**src/rtl/psram_bus_bridge.sv**
```systemverilog
// Byte-wide CPU bus to 16-bit PSRAM controller bridge with a one-word read buffer.
// All outputs are registered; the controller busy handshake paces each access.
module psram_bus_bridge #(
  parameter logic [21:0] ADDR_BASE = 22'h000000,
  parameter bit          BUF_EN    = 1'b1
) (
  input  logic        clk,
  input  logic        resetn,
  input  logic        cpu_req,
  input  logic        cpu_we,
  input  logic [18:0] cpu_addr,
  input  logic [7:0]  cpu_wdata,
  output logic [7:0]  cpu_rdata,
  output logic        cpu_ack,
  output logic        cpu_ready,
  output logic        mem_read,
  output logic        mem_write,
  output logic        mem_byte_write,
  output logic [21:0] mem_addr,
  output logic [15:0] mem_din,
  input  logic [15:0] mem_dout,
  input  logic        mem_busy
);

  typedef enum logic [2:0] {
    S_IDLE,
    S_ISSUE,
    S_WAIT_HI,
    S_WAIT_LO,
    S_DONE
  } state_t;

  state_t      r_state;
  logic        r_we;
  logic [21:0] r_addr;
  logic [7:0]  r_wdata;
  logic        r_buf_valid;
  logic [20:0] r_buf_tag;
  logic [15:0] r_buf_data;
  logic [7:0]  r_cpu_rdata;
  logic        r_cpu_ack;
  logic        r_cpu_ready;
  logic        r_mem_read;
  logic        r_mem_write;
  logic        r_mem_byte_write;
  logic [21:0] r_mem_addr;
  logic [15:0] r_mem_din;

  logic [21:0] w_addr;
  logic        w_hit;
  logic [7:0]  w_buf_byte;
  logic        w_tag_match;

  assign w_addr      = ADDR_BASE + {3'b000, cpu_addr};
  assign w_hit       = BUF_EN && r_buf_valid && (r_buf_tag == w_addr[21:1]);
  assign w_buf_byte  = w_addr[0] ? r_buf_data[15:8] : r_buf_data[7:0];
  assign w_tag_match = r_buf_valid && (r_buf_tag == r_addr[21:1]);

  assign cpu_rdata      = r_cpu_rdata;
  assign cpu_ack        = r_cpu_ack;
  assign cpu_ready      = r_cpu_ready;
  assign mem_read       = r_mem_read;
  assign mem_write      = r_mem_write;
  assign mem_byte_write = r_mem_byte_write;
  assign mem_addr       = r_mem_addr;
  assign mem_din        = r_mem_din;

  always_ff @(posedge clk or negedge resetn) begin
    if (!resetn) begin
      r_state          <= S_IDLE;
      r_we             <= 1'b0;
      r_addr           <= '0;
      r_wdata          <= '0;
      r_buf_valid      <= 1'b0;
      r_buf_tag        <= '0;
      r_buf_data       <= '0;
      r_cpu_rdata      <= '0;
      r_cpu_ack        <= 1'b0;
      r_cpu_ready      <= 1'b1;
      r_mem_read       <= 1'b0;
      r_mem_write      <= 1'b0;
      r_mem_byte_write <= 1'b0;
      r_mem_addr       <= '0;
      r_mem_din        <= '0;
    end else begin
      r_mem_read       <= 1'b0;
      r_mem_write      <= 1'b0;
      r_mem_byte_write <= 1'b0;
      r_cpu_ack        <= 1'b0;
      case (r_state)
        S_IDLE: begin
          // The ack cycle is spent in IDLE with ready still low; ready rises after it.
          if (r_cpu_ack) begin
            r_cpu_ready <= 1'b1;
          end else if (r_cpu_ready && cpu_req) begin
            r_we        <= cpu_we;
            r_addr      <= w_addr;
            r_wdata     <= cpu_wdata;
            r_cpu_ready <= 1'b0;
            if (!cpu_we && w_hit) begin
              r_cpu_rdata <= w_buf_byte;
              r_state     <= S_DONE;
            end else begin
              r_state <= S_ISSUE;
            end
          end
        end
        S_ISSUE: begin
          if (!mem_busy) begin
            r_mem_addr <= r_addr;
            if (r_we) begin
              r_mem_write      <= 1'b1;
              r_mem_byte_write <= 1'b1;
              r_mem_din        <= {r_wdata, r_wdata};
            end else begin
              r_mem_read <= 1'b1;
            end
            r_state <= S_WAIT_HI;
          end
        end
        S_WAIT_HI: begin
          if (mem_busy) r_state <= S_WAIT_LO;
        end
        S_WAIT_LO: begin
          if (!mem_busy) begin
            if (!r_we) begin
              r_buf_data  <= mem_dout;
              r_buf_tag   <= r_addr[21:1];
              r_buf_valid <= 1'b1;
              r_cpu_rdata <= r_addr[0] ? mem_dout[15:8] : mem_dout[7:0];
            end else if (w_tag_match) begin
              if (r_addr[0]) r_buf_data[15:8] <= r_wdata;
              else           r_buf_data[7:0]  <= r_wdata;
            end
            r_state <= S_DONE;
          end
        end
        S_DONE: begin
          r_cpu_ack <= 1'b1;
          r_state   <= S_IDLE;
        end
        default: r_state <= S_IDLE;
      endcase
    end
  end

endmodule

```
**config.mk**
```make
export PLATFORM = sky130hd
export DESIGN_NAME = psram_bus_bridge
export DESIGN_NICKNAME = d
export VERILOG_FILES = /design/src/rtl/psram_bus_bridge.sv
export SDC_FILE = /design/constraint.sdc
export NUM_CORES = 1
export LEC_CHECK = 0
export ABC_AREA = 1
export CORE_AREA = 3 3 123 125
export DETAILED_ROUTE_END_ITERATION = 16
export DIE_AREA = 0 0 126 128
export GPL_ROUTABILITY_DRIVEN = 1
export PLACE_DENSITY = 0.69
export SETUP_SLACK_MARGIN = 0.05
export SYNTH_ARGS = -nofsm -noshare
export SYNTH_HDL_FRONTEND = slang
export SYNTH_SLANG_ARGS = --single-unit
```
**constraint.sdc**
```tcl
create_clock -name clk -period 3.8 [get_ports clk]
set_clock_uncertainty 0.2 [all_clocks]
set_input_delay 0.76 -clock clk [delete_from_list [all_inputs] [get_ports clk]]
set_output_delay 0.76 -clock clk [all_outputs]
set_load 0.1 [all_outputs]
```
Yosys cells after proc, flatten, opt, wreduce, memory -nomap -nowiden
Index checks and enable logic that the tools add are counted. W data, S select, Z words.

Equality and inequality tests: 16. Mux-type cells: 28. Bitwise logic cells: 3. Reduce and logical (&&, ||, !) cells: 17.

Operators with widths (number): $mux W8 (9); $eq A18 B18 Y1 (2); $mux W16 (2); $mux W3 (6); $ne A2 B2 Y1 const B (8); $pmux W8 S2 (1); $pmux W3 S4 (1); $mux W1 (9); $reduce_and A3 Y1 (3); $reduce_and A4 Y1 (2); $eq A3 B2 Y1 const B (2); $reduce_and A6 Y1 (1); $reduce_and A5 Y1 (1); $logic_and A1 B1 Y1 (4); $ne A2 B1 Y1 const B (2); $reduce_and A2 Y1 (2); $reduce_bool A2 Y1 (2); $eq A3 B1 Y1 const B (1); $eq A3 B3 Y1 const B (1); $logic_not A3 Y1 (1); $not A1 Y1 (3); $logic_not A1 Y1 (1).

Flip-flop bits (word level): 113. Bits of input ports: 48. Word-level logic and storage cells: 79.

Longest topological paths before layout
Word-level depth: 7. Mapped depth: 11. Mapped depth without buffers: 11.

Worst setup path after synthesis
No wires, ideal clock.

Path type: reg2out. Start point: reg r_mem_din[10], in the netlist mem_din[10]. End point: out mem_din[10]. Data arrival time: 1.340 ns. Data required time: 2.840 ns. Slack: 1.500 ns. Stages on the path, launching flop included: 2. Buffers on the path: 1. Path through: dfrtp_1 > buf_4.

RTL lines: start: declaration (line 47) `logic [15:0] r_mem_din;`; start signal: assignment (line 114) `r_mem_din <= {r_wdata, r_wdata};`; end: declaration (line 20) `output logic [15:0] mem_din,`.

No word-level cell between the ends.

Worst setup path in the final report
Start point: reg r_mem_din[10], in the netlist mem_din[10]. End point: out mem_din[10].

No word-level cell between the ends.

==> impl_metrics.yaml <==
clocking:
  cts-hold-fix-buffers: 0
  insertion_delay_ns: 0.35
  ctsResizeCount: 0
  cts_setup_buffers: 0
  cts_buffer_depth: 2
  numCtsBuffers: 9
  cts_max_level: 3
  cts_sinks: 105
  cts_tree: "done"
  cts-root-buf: "clkbuf_16"
  clk_pin_slew_ns: 0.07
setup_path:
  r2r-start: "r_we"
  max_stage_delay_ns: 1.16
  required_ns: 2.84
  r2r-end: "r_buf_tag[3]"
  cp-endpoint: "mem_din[10]"
  setup.worst_path.end_class: "output port"
  rr_worst_depth: 4
  critical_path_arrival_ns: 1.90
  path_cells: "clkdlybuf4s50_1"
  startpoint: "mem_din[10]"
  crit_cells: 1
  cp-start-kind: "register"
  cpMaxStageDelayCell: "clkdlybuf4s50_1"
  critical_path.top_delay_family: "buffers and inverters"
  crit_path_max_fanout: 3
  cp_num_buf_inv: 1
  path_class: "register to output port"
  reg2reg_setup_slack_ns: 1.44
timing:
  max_freq_mhz: 350.2
  hold_slack_ns: 0.2105
  tightest_slew_ns: 1.000
  fin_crit_ns: 2.855
  setup_tns_ns: 0
  rsz0062_at_grt: "false"
  finalHoldViolations: 0
  setup_violations: 0
  max-slew-margin-rel_pct: 33.11
  finalCritPeriodShare_pct: 75.14
  finalMaxSlewViolations: 0
global_route:
  first_global_vias: 4155
  grt_max_degree: 62
  grt_pass1_wl_um: 21170
  antenna_found_initial: 0
  grt_use_total_pct: 16.25
  gr-total-overflow: 0
floorplan:
  die_height_um: 128
  start_util_pct: 37.26
  coreArea_um2: 13990
  io_pins: 99
  dieArea_um2: 16130
  fp.dieW_um: 126
  rows: 43
routing:
  drtAntennaViolNets: 0
  drc: 0
  routed_wl_um: 12370
  drtIter0Drc: 433
  first_pass_iters: 4
  vias: 4359
  via_per_inst: 4.743
  wl_per_cell_um: 13.46
logic_synthesis:
  ys_async_sr_fraction_pct: 100.0
  synth_area_um2: 5212
  ys_top_cells_by_count: "nand2_1, dfrtp_1, inv_1"
  netlist.area_leader.share_pct: 49.93
  syn-instance-count: 657
  synth_edf_count: 0
  synth_most_common_cell: "nand2_1"
  synth_cell_types: 31
  yosysWarnings: 0
  synth.avg_cell_area_um2: 7.934
  ys_seq_area_share_pct: 50.43
  yosys-top-cells-area: "dfrtp_1, nand2_1, o21ai_0, inv_1, o21ai_2"
  ys_seq_elements: 105
  synth_top_area_cell: "dfrtp_1"
  synth_ff_type: "dfrtp_1"
cells_and_area:
  area_delta_synth_final_pct: 25.80
  multiInputGateArea_um2: 2031
  antenna-diode-count: 0
  drive_above_1_share_pct: 8.390
  fillCellCount: 1394
  fin_nets: 782
  regArea_um2: 2629
placement:
  gp_congestion: 0.8455
  io_buffers: 95
  hpwl_um: 8932
status:
  status: "completed"
power_and_ir_drop:
  p_leak_nw: 3.216
  ir_drop_v: 0.0004051
  power_density_nw_per_um2: 965.8
hold_path:
  worstHoldPathType: "primary input to asynchronous set/reset pin"
job:
  maxCapViolCount: 0
kinds of logic after synthesis:
group / share of synthesized area [%]
XOR/XNOR: 1.680
multiplexers: 0.6481
flip-flops: 50.43
buffers and inverters: 10.75
other: 0.07194
AND/OR/NAND/NOR: 22.56
AO/OA/AOI/OAI: 13.85
per-layer routing:
metal / track usage (%) / vias to the layer above / part of all wire (%)
li1: - / 2204 / -
met1: 22.98 / 2033 / 47
met2: 25.23 / 105 / 47
met3: 2.750 / 17 / 4.1
met4: 5.931 / 0 / 1.7
met5: 0 / - / 0
final cells by class:
cell class | count | area share (%)
clock buffer | 11 | 3.702
clock inverter | 5 | 1.565
inverter | 89 | 5.094
multi-input combinational | 429 | 30.97
sequential | 105 | 40.09
tap | 180 | 3.434
timing repair buffer | 100 | 15.15
per-stage QoR:
step                cell area [um2]  utilization [%]  worst slack [ns]  power (mW)  std cells
floorplan                      5220                -             1.500       4.548        659
global placement               6212            44.41            0.9969       5.241        903
global route                   6558            46.88            0.8980       6.802        919
CTS                            6558            46.88            0.9198       6.377        919
detailed placement             6212            44.41            0.9745       5.281        903
finish                         6558            46.88            0.9446       6.333        919
how the worst min path moves through the flow:
stage	to	slack, ns	cells after the start
after global placement	r_buf_data[12]	0.25	2
final	mem_read	0.21	1
after CTS	mem_read	0.23	1
after floorplan	r_buf_data[10]	0.24	2
after detailed placement	r_buf_data[8]	0.26	2
after global routing	mem_read	0.26	1
power breakdown:
part / internal, mW / switching (mW)
clock network: 0.661 / 0.416
registers: 1.59 / 0.417
logic: 0.883 / 2.37
registers in the layout (all words and copies together) (netlist names):
signal	count
r_addr	19
cpu_ready	1
r_buf_valid	1
r_buf_tag	18
r_state	3
r_wdata	8
r_we	1
mem_byte_write	1
mem_din	8
mem_addr	19
cpu_ack	1
cpu_rdata	8
mem_read	1
r_buf_data	16
placed cells by master (no fill, tap or decap), drive strengths merged:
master | synthesis | routed
a21boi | 1 | 1
a21oi | 13 | 13
a31oi | 1 | 1
buf | 24 | 8
bufinv | 0 | 3
clkbuf | 12 | 11
clkdlybuf4s50 | 0 | 92
clkinv | 0 | 1
clkinvlp | 0 | 1
conb | 1 | 3
dfrtp | 104 | 104
dfstp | 1 | 1
inv | 89 | 89
mux2 | 3 | 3
nand2 | 217 | 217
nand3 | 29 | 29
nand4 | 4 | 4
nor2 | 35 | 35
nor3 | 3 | 3
o211ai | 9 | 9
o21ai | 98 | 98
o22ai | 1 | 1
or2 | 2 | 2
xnor2 | 4 | 4
xor2 | 6 | 6
(Power assumes the default switching activity.)
